## src/rtl/pc_sequencer_pkg.sv

```systemverilog
// Shared encodings for the PC sequencer: JumpOP codes and FSM states.
package cpu_defs;

  typedef enum logic [1:0] {
    JUMPOP_SEQ = 2'b00,
    JUMPOP_BR  = 2'b01,
    JUMPOP_JR  = 2'b10,
    JUMPOP_J   = 2'b11
  } jump_op_e;

  typedef enum logic [1:0] {
    ST_BOOT  = 2'b00,
    ST_FETCH = 2'b01,
    ST_EXEC  = 2'b10,
    ST_HALT  = 2'b11
  } state_e;

  localparam int IMM_W  = 16;
  localparam int JIDX_W = 26;

endpackage

```

## src/rtl/pc_sequencer_next_pc_calc.sv

```systemverilog
// Combinational JumpOP priority resolution and next-PC target mux.
module next_pc_calc
  import cpu_defs::*;
#(
  parameter int PC_W = 32
) (
  input  logic [PC_W-1:0]   pc,
  input  logic              zero,
  input  logic              branch,
  input  logic              jr,
  input  logic              jump,
  input  logic [IMM_W-1:0]  imm16,
  input  logic [JIDX_W-1:0] jidx26,
  input  logic [PC_W-1:0]   jr_addr,
  output logic [1:0]        jump_op,
  output logic [PC_W-1:0]   next_pc,
  output logic              jr_misaligned
);

  // Keeps the upper PC bits when splicing in the 26-bit jump index.
  localparam logic [PC_W-1:0] LOW28_MASK = PC_W'(28'hFFF_FFFF);

  function automatic logic signed [PC_W-1:0] br_offset(input logic [IMM_W-1:0] imm);
    logic signed [PC_W-1:0] ext;
    ext = {{(PC_W-IMM_W){imm[IMM_W-1]}}, imm};
    return ext <<< 2;
  endfunction

  logic [PC_W-1:0] pc4;
  logic [PC_W-1:0] br_tgt;
  logic [PC_W-1:0] jr_tgt;
  logic [PC_W-1:0] j_tgt;

  assign pc4    = pc + PC_W'(4);
  assign br_tgt = pc4 + $unsigned(br_offset(imm16));
  assign jr_tgt = {jr_addr[PC_W-1:2], 2'b00};
  assign j_tgt  = (pc4 & ~LOW28_MASK) | PC_W'({jidx26, 2'b00});

  assign jr_misaligned = |jr_addr[1:0];

  // A taken branch outranks jr, which outranks j/jal.
  always_comb begin
    jump_op = JUMPOP_SEQ;
    if (branch && zero) jump_op = JUMPOP_BR;
    else if (jr)        jump_op = JUMPOP_JR;
    else if (jump)      jump_op = JUMPOP_J;
  end

  always_comb begin
    next_pc = pc4;
    case (jump_op)
      JUMPOP_BR: next_pc = br_tgt;
      JUMPOP_JR: next_pc = jr_tgt;
      JUMPOP_J:  next_pc = j_tgt;
      default:   next_pc = pc4;
    endcase
  end

endmodule

```

## src/rtl/pc_sequencer.sv

```systemverilog
// Multi-cycle PC sequencer: BOOT -> FETCH -> EXEC loop, owns the PC and retire counter.
module pc_sequencer
  import cpu_defs::*;
#(
  parameter int              PC_W     = 32,
  parameter logic [PC_W-1:0] RESET_PC = '0,
  parameter int              CNT_W    = 32
) (
  input  logic              clk,
  input  logic              rst_n,
  input  logic              imem_ack,
  input  logic              zero,
  input  logic              branch,
  input  logic              jr,
  input  logic              jump,
  input  logic [IMM_W-1:0]  imm16,
  input  logic [JIDX_W-1:0] jidx26,
  input  logic [PC_W-1:0]   jr_addr,
  input  logic              stall,
  input  logic              halt,
  output logic              imem_req,
  output logic [PC_W-1:0]   imem_addr,
  output logic              exec_en,
  output logic              retire,
  output logic [1:0]        jump_op,
  output logic [PC_W-1:0]   pc,
  output logic [CNT_W-1:0]  instr_cnt,
  output logic              addr_err,
  output logic              halted
);

  state_e          state;
  logic [1:0]      calc_op;
  logic [PC_W-1:0] next_pc;
  logic            jr_misaligned;

  next_pc_calc #(.PC_W(PC_W)) u_next_pc_calc (
    .pc            (pc),
    .zero          (zero),
    .branch        (branch),
    .jr            (jr),
    .jump          (jump),
    .imm16         (imm16),
    .jidx26        (jidx26),
    .jr_addr       (jr_addr),
    .jump_op       (calc_op),
    .next_pc       (next_pc),
    .jr_misaligned (jr_misaligned)
  );

  // Status outputs decode straight from the state register, so an async reset
  // drops imem_req without waiting for a clock edge.
  assign imem_req  = (state == ST_FETCH);
  assign imem_addr = pc;
  assign exec_en   = (state == ST_EXEC);
  assign halted    = (state == ST_HALT);
  assign retire    = (state == ST_EXEC) && !stall;
  assign jump_op   = (state == ST_EXEC) ? calc_op : JUMPOP_SEQ;

  always_ff @(posedge clk or negedge rst_n) begin
    if (!rst_n) begin
      state     <= ST_BOOT;
      pc        <= RESET_PC;
      instr_cnt <= '0;
      addr_err  <= 1'b0;
    end else begin
      case (state)
        ST_BOOT:  state <= ST_FETCH;
        ST_FETCH: if (imem_ack) state <= ST_EXEC;
        ST_EXEC: begin
          if (!stall) begin
            pc        <= next_pc;
            instr_cnt <= instr_cnt + CNT_W'(1);
            if (calc_op == JUMPOP_JR && jr_misaligned) addr_err <= 1'b1;
            state     <= halt ? ST_HALT : ST_FETCH;
          end
        end
        default:  state <= ST_HALT;
      endcase
    end
  end

endmodule
```

## config.mk

```make
export PLATFORM = sky130hd
export DESIGN_NAME = pc_sequencer
export DESIGN_NICKNAME = d
export VERILOG_FILES = /design/src/rtl/pc_sequencer_pkg.sv /design/src/rtl/pc_sequencer_next_pc_calc.sv /design/src/rtl/pc_sequencer.sv
export SDC_FILE = /design/constraint.sdc
export NUM_CORES = 1
export LEC_CHECK = 0
export ABC_AREA = 1
export BUFFER_PORTS_ARGS = -buffer_cell sky130_fd_sc_hd__buf_4
export CORE_MARGIN = 2
export CORE_UTILIZATION = 45
export DETAILED_ROUTE_END_ITERATION = 6
export GPL_TIMING_DRIVEN = 0
export HOLD_SLACK_MARGIN = 0.12
export PLACE_DENSITY = 0.7
export SLEW_MARGIN = 0
export SYNTH_ARGS = -nofsm -noshare
export SYNTH_HDL_FRONTEND = slang
export SYNTH_SLANG_ARGS = --single-unit
export TNS_END_PERCENT = 30
```

## constraint.sdc

```tcl
create_clock -name clk -period 6.6 [get_ports clk]
set_clock_uncertainty 0.05 [all_clocks]
set_input_delay 0 -clock clk [delete_from_list [all_inputs] [get_ports clk]]
set_output_delay 0 -clock clk [all_outputs]
set_load 0.01 [all_outputs]
```

==> results by group, run 1 <==
Setup path
  – Crit Path Category: flop to flop
  – Family with the most delay on the worst path: simple AND/OR/NAND/NOR gates
  – Crit path buffers/inverters: 2
  – Largest stage delay, worst path: 550 ps
  – Crit-path max FO: 6
  – Slowest CP cell: dlygate4sd3_1
  – CP Launch Type: flop
  – Critical path required time: 6770 ps
  – R2R setup slack: 2650 ps
  – Worst Setup End Kind: flop
  – Worst EP arrival: 4120 ps
  – Most common cell on crit path: nand2_1
  – Crit-path cells: ha_1 -> nand2_1 -> nor2_2 -> nand2_1 -> xnor2_1 -> ha_1 -> nand2_1 -> inv_1 -> a21oi_1 -> nand3_1 -> or2_2 -> nand3_1 -> a2bb2oi_1 -> dlygate4sd3_1

Die
  – Die area: 16,600 µm²
  – # rows: 45
  – Starting Density: 0.461
  – Die width: 129 µm
  – Io pins: 186
  – CORE AREA: 15,200 µm²
  – Die height: 129 µm

Logic synthesis
  – Post-synth cell types: 48
  – Synth Warn #: 0
  – Yosys top cell area share: 0.232
  – Register area share after synthesis: 0.232
  – Post-synth ARST share: 1.00
  – Post-synth EDFFs: 0
  – Synthesized area per cell: 6.10 µm²
  – Number of synthesized register bits: 65
  – Synth top area cells: dfrtp_1 (23%), nand2_1 (21%), inv_1 (8.6%)
  – Post-synthesis cell count: 1,148
  – Post-Syn Area: 7010 µm²
  – Ys flop type: dfrtp_1
  – Synth area leader: dfrtp_1

Timing
  – Hold_ws: 140 ps
  – Worst slew pin tran: 886 ps
  – Final setup violation count: 0
  – Fin. Hold Viols: 0
  – Ratio of final minimum period to clock period: 0.598
  – Final Slew Violations: 0
  – Max-slew headroom: 0.410
  – Setup_tns: 0 ps
  – Min Tclk post-route: 3950 ps
  – Max Fclk: 0.253 GHz
  – RSZ-0062 raised after global routing: false

Place
  – Dpl cells: 1,520
  – DP Area: 8610 µm²
  – Routability Congestion: 0.989
  – DP HPWL: 20,700 µm
  – PortBufs: 181

Detailed routing
  – Drc violations: 0
  – DR vias/cell: 5.27
  – Total wire length: 26,300 µm
  – Average wire per standard cell: 16.5 µm
  – Remaining antenna violation count after routing: 0
  – Vias after detailed routing: 8,427
  – DR iter-0 viols: 897
  – Initial DRT Pass Iterations: 6

Power and ir drop
  – Power Density: 353 nW/µm²
  – P_leak: 5.13 nW
  – Worst vdd ir: 257 µV

Finish
  – Area growth syn-to-layout: 36.4%
  – Core Util, Final: 0.629
  – Area of the multi-input gates: 4410 µm²
  – Post-layout nets: 1,526
  – Final std cells w/o fill: 1,600
  – Layout cells sized above 1: 0.194
  – FF+latch area: 1630 µm²
  – Antenna cells: 0
  – Most frequent cells in the layout: nand2_1 (393), buf_4 (215), inv_1 (160)
  – Fillers: 1,471
  – Fin area: 9560 µm²
  – Most common library cell in the layout ignoring fill and taps: nand2_1

Global route
  – Vias in the first global route: 7,842
  – Largest net degree at the start of global routing: 66
  – Global-route wire length before repair: 40,600 µm
  – Tot GR Track Use: 0.319
  – Total congestion overflow: 0
  – Antenna violations before repair: 0

Clock tree
  – Clk_lat worst skew: 340 ps
  – Root Buffer: clkbuf_16
  – Post_cts resized: 0
  – Clock sinks: 65
  – TritonCTS Buffers: 9
  – Htree depth: 3
  – Clk slew on worst S/H paths: 60 ps
  – Post-CTS setup buffers: 0
  – Clk buf depth: 2
  – CTS tree: yes
  – Hold_buf cts: 64

Flow run
  – Maxcap violations: 0

Outcome
  – Status: finished clean

Worst hold path
  – HP Class: input pin to flop
cells by family after synthesis:
logic type / share of synthesized area
other: 0.000535
adders and majority gates: 0.0654
xor gates and xnor gates: 0.0550
DFF: 0.232
buffers and inverters: 0.140
AOI/OAI and AO/OA: 0.0918
and+or+nand+nor: 0.415
cells in the mapped netlist, types with 5 or more instances:
cell / count
nor3_1: 32
buf_4: 34
xor2_1: 28
and2_1: 7
clkbuf_1: 6
a22oi_1: 14
o21ai_0: 12
xnor2_1: 16
inv_1: 160
nand3_1: 89
nor2_1: 103
nand2_1: 393
o21ai_1: 8
o21bai_1: 6
a21oi_1: 34
buf_2: 6
dfrtp_1: 65
a21boi_1: 11
nand4_1: 18
inv_2: 14
ha_1: 35
a22o_1: 7
nor2_2: 5
final timing paths:
check                        startpoint  cells after the start       endpoint
min                         jr_addr[25]                      6  imem_addr[25]
max reg2reg                imem_addr[3]                     14  imem_addr[12]
max                        imem_addr[3]                     14  imem_addr[12]
min reg2reg                    addr_err                      1       addr_err
max in group asynchronous         rst_n                      2   instr_cnt[8]
min in group asynchronous         rst_n                      2  instr_cnt[28]
layout make-up:
type,count,area share
Multi-Input combinational cell,861,0.461
Timing Repair Buffer,245,0.209
Sequential cell,65,0.170
Inverter,175,0.0687
Buffer,50,0.0338
Clock buffer,10,0.0250
Tap cell,188,0.0246
Clock inverter,6,0.00707
stage by stage:
step	power, W	setup WS [ps]
final	0.00338	2650
after global routing	0.00365	2430
after CTS	0.00334	2780
after detailed placement	0.00278	3170
after global placement	0.00275	3230
after floorplan	0.00201	3940
per-layer routing:
| layer | share of wire | track usage |
|---|---|---|
| met4 | 0.038 | 0.131 |
| met3 | 0.093 | 0.0632 |
| met5 | 0 | 0 |
| met1 | 0.43 | 0.440 |
| met2 | 0.43 | 0.491 |
worst reg2reg max path: cells and delay by family (launching register included):
| family | cells | cell delay, ps |
|---|---|---|
| buffers and inverters | 2 | 610 |
| and+or+nand+nor | 7 | 1350 |
| DFF | 1 | 460 |
| AOI/OAI and AO/OA | 2 | 310 |
| xor gates and xnor gates | 1 | 350 |
| adders and majority gates | 2 | 680 |
flip-flops by register name, summed over array words and instances, names as in the netlist:
signal	cells
addr_err	1
imem_addr	30
instr_cnt	32
state	2
power by group:
| group | switching (W) | leakage [nW] | internal (W) |
|---|---|---|---|
| logic | 0.00125 | 4.20 | 0.000920 |
| clock network | 0.000194 | 0.145 | 0.000303 |
| registers | 0.000207 | 0.786 | 0.000505 |
| total | 0.00165 | 5.13 | 0.00173 |
Power figures use the tool's default switching activity.
==> inputs of run 2 (changes only) <==
--- a/config.mk
+++ b/config.mk
@@ -5,14 +5,14 @@
 export SDC_FILE = /design/constraint.sdc
 export NUM_CORES = 1
 export LEC_CHECK = 0
-export ABC_AREA = 1
+export ABC_AREA = 0
 export BUFFER_PORTS_ARGS = -buffer_cell sky130_fd_sc_hd__buf_4
 export CORE_MARGIN = 2
 export CORE_UTILIZATION = 45
 export DETAILED_ROUTE_END_ITERATION = 6
 export GPL_TIMING_DRIVEN = 0
 export HOLD_SLACK_MARGIN = 0.12
-export PLACE_DENSITY = 0.7
+export PLACE_DENSITY = 0.72
 export SLEW_MARGIN = 0
 export SYNTH_ARGS = -nofsm -noshare
 export SYNTH_HDL_FRONTEND = slang
==> constraint.sdc (replaced) <==
create_clock -name clk -period 4.08 [get_ports clk]
set_clock_uncertainty 0.05 [all_clocks]
set_input_delay 0 -clock clk [delete_from_list [all_inputs] [get_ports clk]]
set_output_delay 0 -clock clk [all_outputs]
set_load 0.01 [all_outputs]
==> results by group, run 2 <==
Outcome
  – Status: finished clean

Place
  – DP Area: 7260 µm² (-16%)
  – Place WS: -133 ps (-3300 ps)
  – Routability Congestion: 0.945 (-4.5%)
  – Dpl cells: 1,030 (-32%)
  – PortBufs: 180 (-0.55%)
  – DP HPWL: 14,200 µm (-31%)

Global route
  – Antenna violations before repair: 0 (unchanged)
  – M2 GR Usage: 0.502 (+0.0109)
  – Tot GR Track Use: 0.285 (-0.0346)
  – Global-route wire length before repair: 29,700 µm (-27%)
  – Gr busiest metal: met2
  – Met1 usage: 0.358 (-0.0814)
  – Met3 usage in global routing: 0.0488 (-0.0144)
  – Largest net degree at the start of global routing: 66 (unchanged)
  – Vias in the first global route: 5,762 (-27%)
  – Total congestion overflow: 0 (unchanged)

Setup path
  – Family with the most delay on the worst path: compound AO/OA/AOI/OAI gates
  – Worst EP arrival: 4090 ps (-30 ps)
  – Crit Path Category: flop to flop
  – Crit path buffers/inverters: 1 (-1)
  – Worst Setup End Kind: flop
  – Slowest CP cell: or4_4
  – Most common cell on crit path: o21a_1
  – Critical path required time: 4240 ps (-2530 ps)
  – Crit-path cells: and4_4 -> nand4_2 -> or4_4 -> nor2_1 -> xor2_1 -> buf_4 -> ha_1 -> a21oi_1 -> o21ai_0 -> a31oi_1 -> o21a_1 -> a21oi_2 -> o2111ai_2 -> a21boi_2 -> o21a_1 -> mux2i_1 -> nand3_1
  – Largest stage delay, worst path: 570 ps (+20 ps)
  – Crit-path max FO: 6 (unchanged)
  – CP Launch Type: flop

Detailed routing
  – Drc violations: 0 (unchanged)
  – Total wire length: 19,500 µm (-26%)
  – Average wire per standard cell: 17.7 µm (+7.5%)
  – Initial DRT Pass Iterations: 5 (-1)
  – Vias after detailed routing: 6,078 (-28%)
  – Remaining antenna violation count after routing: 0 (unchanged)
  – DR iter-0 viols: 403 (-55%)
  – DR vias/cell: 5.52 (+4.8%)

Timing
  – Final Slew Violations: 0 (unchanged)
  – Max Fclk: 0.254 GHz (+0.43%)
  – Ratio of final minimum period to clock period: 0.963 (+0.365)
  – Fin. Hold Viols: 0 (unchanged)
  – Final worst setup slack: 149 ps (-2500 ps)
  – Max-slew headroom: 0.361 (-0.0482)
  – Min Tclk post-route: 3930 ps (-17.0 ps)
  – Final setup violation count: 0 (unchanged)
  – Worst slew pin tran: 958 ps (+72.3 ps)

Clock tree
  – CTS tree: yes
  – Clock sinks: 65 (unchanged)
  – Clk buf depth: 2 (unchanged)
  – Root Buffer: clkbuf_16
  – Htree depth: 3 (unchanged)
  – Clk_lat worst skew: 340 ps (about the same)
  – TritonCTS Buffers: 9 (unchanged)
  – Clk slew on worst S/H paths: 60 ps (about the same)

Finish
  – Layout cells sized above 1: 0.301 (+0.107)
  – Antenna cells: 0 (unchanged)
  – Max FFs per register: 32 (unchanged)
  – Post-layout nets: 1,043 (-32%)
  – Fin area: 8180 µm² (-14%)
  – Most frequent cells in the layout: buf_4 (221), nand2_1 (77), dfrtp_1 (60)
  – Area growth syn-to-layout: 44.0%
  – Biggest register: instr_cnt
  – Final std cells w/o fill: 1,101 (-31%)
  – Most common library cell in the layout ignoring fill and taps: buf_4
  – Core Util, Final: 0.656 (+0.0277)

Logic synthesis
  – Register area share after synthesis: 0.286 (+0.0541)
  – Post-Syn Area: 5680 µm² (-19%)
  – Synthesized area per cell: 8.42 µm² (+38%)
  – Cell with the most instances after synthesis: nand2_1
  – Post-synth ARST share: 1.00 (unchanged)
  – Synth Warn #: 0 (unchanged)
  – Synth cell count leaders: nand2_1 (77), dfrtp_1 (65), xnor2_1 (56)
  – Synth area leader: dfrtp_1
  – Synth top area cells: dfrtp_1 (29%), xnor2_1 (8.6%), ha_1 (7.7%)
  – Post-synth EDFFs: 0 (unchanged)
  – Number of synthesized register bits: 65 (unchanged)
  – Post-synth cell types: 71 (+48%)
  – Ys flop type: dfrtp_1
  – Post-synthesis cell count: 675 (-41%)
  – Yosys top cell area share: 0.286 (+0.0541)

Die
  – # rows: 41 (-8.9%)
  – Io pins: 186 (unchanged)
  – Starting Density: 0.456 (-0.00504)
  – Die height: 116 µm (-9.6%)
  – CORE AREA: 12,500 µm² (-18%)
  – Die width: 116 µm (-9.6%)
  – Die area: 13,500 µm² (-18%)

Power and ir drop
  – P_leak: 3.90 nW (-24%)
  – Power Density: 462 nW/µm² (+31%)
  – Worst vdd ir: 249 µV (-3.3%)
  – Total power: 0.00378 W (+12%)

Worst hold path
  – HP Class: input pin to flop

Flow run
  – Maxcap violations: 0 (unchanged)
-- run 2: cells by family after synthesis --
logic type / Yosys count / synth area share
compound gates: 167 / 0.183
buf+inv: 76 / 0.0760
fa+ha+maj: 36 / 0.0806
flops: 65 / 0.286
simple gates: 224 / 0.203
xor+xnor: 81 / 0.126
other cells: 1 / 0.000660
mux: 25 / 0.0445
-- run 2: worst paths after layout --
kind                          startpoint  slack [ps]       endpoint  depth (start not counted)
min in group asynchronous          rst_n         270  instr_cnt[24]                          2
max reg2reg                 imem_addr[9]         150  imem_addr[29]                         17
max                         imem_addr[9]         150  imem_addr[29]                         17
max in group asynchronous          rst_n        3090   imem_addr[2]                          2
min                           jidx26[11]         130  imem_addr[13]                          5
min reg2reg                instr_cnt[31]         430  instr_cnt[31]                          1
-- run 2: layout make-up --
class | instances | area [µm²]
well taps | 172 | 215
plain buffers | 60 | 372
inverters | 16 | 60.1
clock inverters | 7 | 119
clock buffers | 9 | 225
fillers | 1095 | 4280
repair buffers | 235 | 1880
multi-input cells | 537 | 3670
flip-flops and latches | 65 | 1630
-- run 2: per-stage QoR --
stage               hold slack [ps]  setup TNS, ps
floorplan                      -346              0
global placement                112           -311
detailed placement              115           -246
CTS                             120              0
global route                    156          -9.98
finish                          130              0
-- run 2: worst reg2reg max path: cells and delay by family, from the launching register on --
kind,cells,cell delay [ps]
buffers and inverters,1,160
XOR/XNOR,1,260
AND/OR/NAND/NOR,5,1240
multiplexers,1,200
adder cells (fa/ha/maj),1,230
flip-flops,1,420
AO/OA/AOI/OAI,8,1260
-- run 2: where the power goes --
part	internal, W	switching (W)	total [W]	leakage, nW
clock network	0.000596	0.000305	0.000902	0.162
logic	0.000992	0.000939	0.00193	2.89
registers	0.000750	0.000195	0.000945	0.845
-- run 2: layer usage --
| metal | share of wire | vias to the layer above | routed length (µm) |
|---|---|---|---|
| met5 | 0 | - | 0 |
| met4 | 0.017 | 0 | 338 |
| met3 | 0.082 | 30 | 1600 |
| met2 | 0.50 | 268 | 9650 |
| met1 | 0.41 | 2910 | 7900 |
| li1 | - | 2870 | - |
-- run 2: what timing repair did --
item                                    CTS  global route
resized for setup                         4            12
endpoints found under the setup margin    2             6
endpoints found under the hold margin    96             0
hold buffers                             48             0
setup buffers                             0             7
pin swaps                                 0             3
==> inputs of run 3 (changes only) <==
--- a/config.mk
+++ b/config.mk
@@ -7,14 +7,15 @@
 export LEC_CHECK = 0
 export ABC_AREA = 0
 export BUFFER_PORTS_ARGS = -buffer_cell sky130_fd_sc_hd__buf_4
-export CORE_MARGIN = 2
+export CORE_MARGIN = 3
 export CORE_UTILIZATION = 45
 export DETAILED_ROUTE_END_ITERATION = 6
 export GPL_TIMING_DRIVEN = 0
 export HOLD_SLACK_MARGIN = 0.12
-export PLACE_DENSITY = 0.72
+export PLACE_DENSITY = 0.71
 export SLEW_MARGIN = 0
 export SYNTH_ARGS = -nofsm -noshare
 export SYNTH_HDL_FRONTEND = slang
+export SYNTH_HIERARCHICAL = 1
 export SYNTH_SLANG_ARGS = --single-unit
 export TNS_END_PERCENT = 30
==> results by group, run 3 <==
Setup path
  – Worst EP arrival: 4080 ps (about the same)
  – Crit path launch: imem_addr[2]
  – Critical Path End: imem_addr[25]
  – Most common cell on crit path: a21oi_1
  – Worst Reg-to-Reg Cells: 16 (-1)
  – RR Startpoint: imem_addr[2]
  – Largest stage delay, worst path: 410 ps (-160 ps)
  – Crit-path max FO: 8 (+2)
  – Critical path required time: 4240 ps (about the same)
  – Worst Setup End Kind: flop
  – Crit Path Category: flop to flop
  – Slowest CP cell: dfrtp_2
  – CP Launch Type: flop
  – Reg-to-Reg End: imem_addr[25]
  – Crit-path cells: ha_2 -> and4_1 -> clkbuf_4 -> and4_2 -> nand4_1 -> xnor2_2 -> ha_1 -> clkbuf_4 -> a21oi_1 -> o21ai_0 -> a21oi_1 -> o31ai_2 -> a21oi_1 -> xor2_1 -> mux2i_1 -> mux2_2
  – R2R setup slack: 160 ps (about the same)

Power and ir drop
  – Clock network power share: 0.182 (-0.057)
  – Power Density: 450 nW/µm² (-2.6%)
  – Total power: 0.00372 W (-1.4%)
  – Sw Share: 0.410 (+0.0289)
  – P_leak: 3.93 nW (+0.92%)
  – Worst vdd ir: 272 µV (+9.4%)
  – Combinational share of power: 0.557 (+0.046)
  – Int Power: 0.00220 W (-6.0%)
  – Sequential power share: 0.261 (+0.011)
  – Psw: 0.00153 W (+6.1%)

Clock tree
  – Root Buffer: clkbuf_16
  – Clk buf depth: 2 (unchanged)
  – CTS tree: yes
  – TritonCTS Buffers: 9 (unchanged)
  – Clk slew on worst S/H paths: 50 ps (about the same)
  – Clock sinks: 67 (+3.1%)
  – Clk_lat worst skew: 320 ps (-20 ps)
  – Htree depth: 3 (unchanged)

Logic synthesis
  – Ys flop type: dfrtp_1
  – Synth cell count leaders: dfrtp_1 (67), nand2_1 (62), a21oi_1 (57)
  – Synth top area cells: dfrtp_1 (27%), xnor2_1 (7.9%), ha_1 (7.1%)
  – Post-synth ARST share: 1.00 (unchanged)
  – Number of synthesized register bits: 67 (+3.1%)
  – Register area share after synthesis: 0.271 (-0.0149)
  – Post-synthesis cell count: 713 (+5.6%)
  – Post-synth cell types: 69 (-2.8%)
  – Yosys top cell area share: 0.271 (-0.0149)
  – Post-synth EDFFs: 0 (unchanged)
  – Synth Warn #: 6 (+6)
  – Cell with the most instances after synthesis: dfrtp_1
  – Synthesized area per cell: 8.66 µm² (+2.9%)
  – Post-Syn Area: 6180 µm² (+8.7%)
  – Synth area leader: dfrtp_1
  – Mapped Nets: 832

Finish
  – Core Util, Final: 0.620 (-0.0361)
  – Area growth syn-to-layout: 34.0%
  – Layout cells sized above 1: 0.338 (+0.0370)
  – Fillers: 1,219 (+11%)
  – Antenna cells: 0 (unchanged)
  – Area of the multi-input gates: 4160 µm² (+13%)
  – Most common library cell in the layout ignoring fill and taps: buf_4
  – Post-layout nets: 1,043 (unchanged)
  – Most frequent cells in the layout: buf_4 (222), dfrtp_1 (62), nand2_1 (61)
  – FF+latch area: 1680 µm² (+3.1%)

Timing
  – Setup_tns: 0 ps (unchanged)
  – Max Fclk: 0.255 GHz (+0.26%)
  – Max-slew headroom: 0.449 (+0.0872)
  – Final Slew Violations: 0 (unchanged)
  – Min Tclk post-route: 3920 ps (-10.3 ps)
  – Fin. Hold Viols: 0 (unchanged)
  – Final worst setup slack: 159 ps (+10.3 ps)
  – Final setup violation count: 0 (unchanged)
  – Worst slew pin tran: 827 ps (-131 ps)
  – RSZ-0062 raised after global routing: true
  – Ratio of final minimum period to clock period: 0.961 (-0.00252)

Global route
  – Total congestion overflow: 0 (unchanged)
  – Vias in the first global route: 5,765 (+0.052%)
  – Tot GR Track Use: 0.253 (-0.0313)
  – Global-route wire length before repair: 30,000 µm (+0.81%)
  – Antenna violations before repair: 0 (unchanged)
  – Largest net degree at the start of global routing: 68 (+3.0%)

Die
  – CORE AREA: 13,300 µm² (+7.1%)
  – Die height: 123 µm (+5.8%)
  – Die width: 123 µm (+5.8%)
  – Die area: 15,200 µm² (+12%)
  – Starting Density: 0.463 (+0.00700)
  – # rows: 42 (+2.4%)
  – Io pins: 186 (unchanged)

Detailed routing
  – Total wire length: 19,500 µm (about the same)
  – Drc violations: 0 (unchanged)
  – Initial DRT Pass Iterations: 5 (unchanged)
  – Vias after detailed routing: 6,164 (+1.4%)
  – DR iter-0 viols: 538 (+33%)
  – Average wire per standard cell: 17.7 µm (-0.19%)
  – Remaining antenna violation count after routing: 0 (unchanged)
  – DR vias/cell: 5.58 (+1.1%)

Place
  – PortBufs: 184 (+2.2%)
  – DP HPWL: 15,500 µm (+9.1%)
  – Routability Congestion: 0.974 (+3.1%)
  – Place WS: -352 ps (-219 ps)

Worst hold path
  – HP Class: input pin to flop

Flow run
  – Maxcap violations: 0 (unchanged)

Outcome
  – Status: finished clean
[run 3: changes by cell type in the layout (fill, tap and decap cells not counted), sizes merged, moves of 7 or more]
cell         before  now
a21oi            35   57
a31oi             7    0
mux2              2   34
dlygate4sd3      48   11
nand2            77   62
o21ai            57   43
o211ai           15    3
nand3            26   34
[run 3: cell type report]
| type | instances | share of cell area |
|---|---|---|
| Clock inverter | 3 | 0.00181 |
| Timing Repair Buffer | 201 | 0.186 |
| Sequential cell | 67 | 0.203 |
| Inverter | 16 | 0.00725 |
| Tap cell | 176 | 0.0266 |
| Multi-Input combinational cell | 572 | 0.502 |
| Clock buffer | 12 | 0.0298 |
| Buffer | 57 | 0.0435 |
[run 3: power groups by stage]
stage / clock network [W] / logic [W] / registers (W)
floorplan: 0 / 0.00124 / 0.000972
global placement: 0 / 0.00196 / 0.000982
detailed placement: 0 / 0.00197 / 0.000984
CTS: 0.000695 / 0.00200 / 0.000975
global route: 0.000728 / 0.00226 / 0.000994
finish: 0.000679 / 0.00207 / 0.000971
[run 3: worst min-delay path by stage]
stage,startpoint,endpoint,cells after the start
after floorplan,rst_n,addr_err,0
after global placement,rst_n,imem_addr[0],1
after detailed placement,rst_n,imem_addr[0],1
after CTS,imm16[0],imem_addr[2],5
after global routing,imm16[0],imem_addr[2],5
final,imm16[0],imem_addr[2],5
[run 3: critical path, delay by kind of cell (launching register included)]
family	cells	cell delay [ps]
AOI/OAI and AO/OA	5	870
and+or+nand+nor	3	630
adders and majority gates	2	520
xor gates and xnor gates	2	510
muxes	2	450
DFF	1	410
buffers and inverters	2	370
[run 3: cell families (layout without fill, tap and decap cells)]
logic type,Yosys count,after routing,synth area share
and+or+nand+nor,235,235,0.205
AOI/OAI and AO/OA,168,168,0.173
xor gates and xnor gates,82,82,0.119
buffers and inverters,74,289,0.0679
DFF,67,67,0.271
muxes,51,51,0.0895
adders and majority gates,36,36,0.0741
[run 3: metrics by stage]
stage	hold WS, ps	cell area, µm²	std cells
global placement	102	7780	1073
detailed placement	108	7780	1073
finish	129	8280	1104
floorplan	-346	6180	713
CTS	121	8190	1099
global route	168	8280	1104
[run 3: timing repair]
action                     CTS  global route
hold endpoints to repair    74             0
hold buffers                11             0
setup buffers                0             6
pin swaps                    0             4
setup endpoints to repair    4            11
resized for setup            8            19
[run 3: routing by layer]
metal  share of wire  track usage  vias up
met5               0            0        -
met1            0.45        0.360     2917
li1                -            -     2972
met2            0.45        0.397      242
met4           0.023       0.0817        0
met3           0.071       0.0384       33
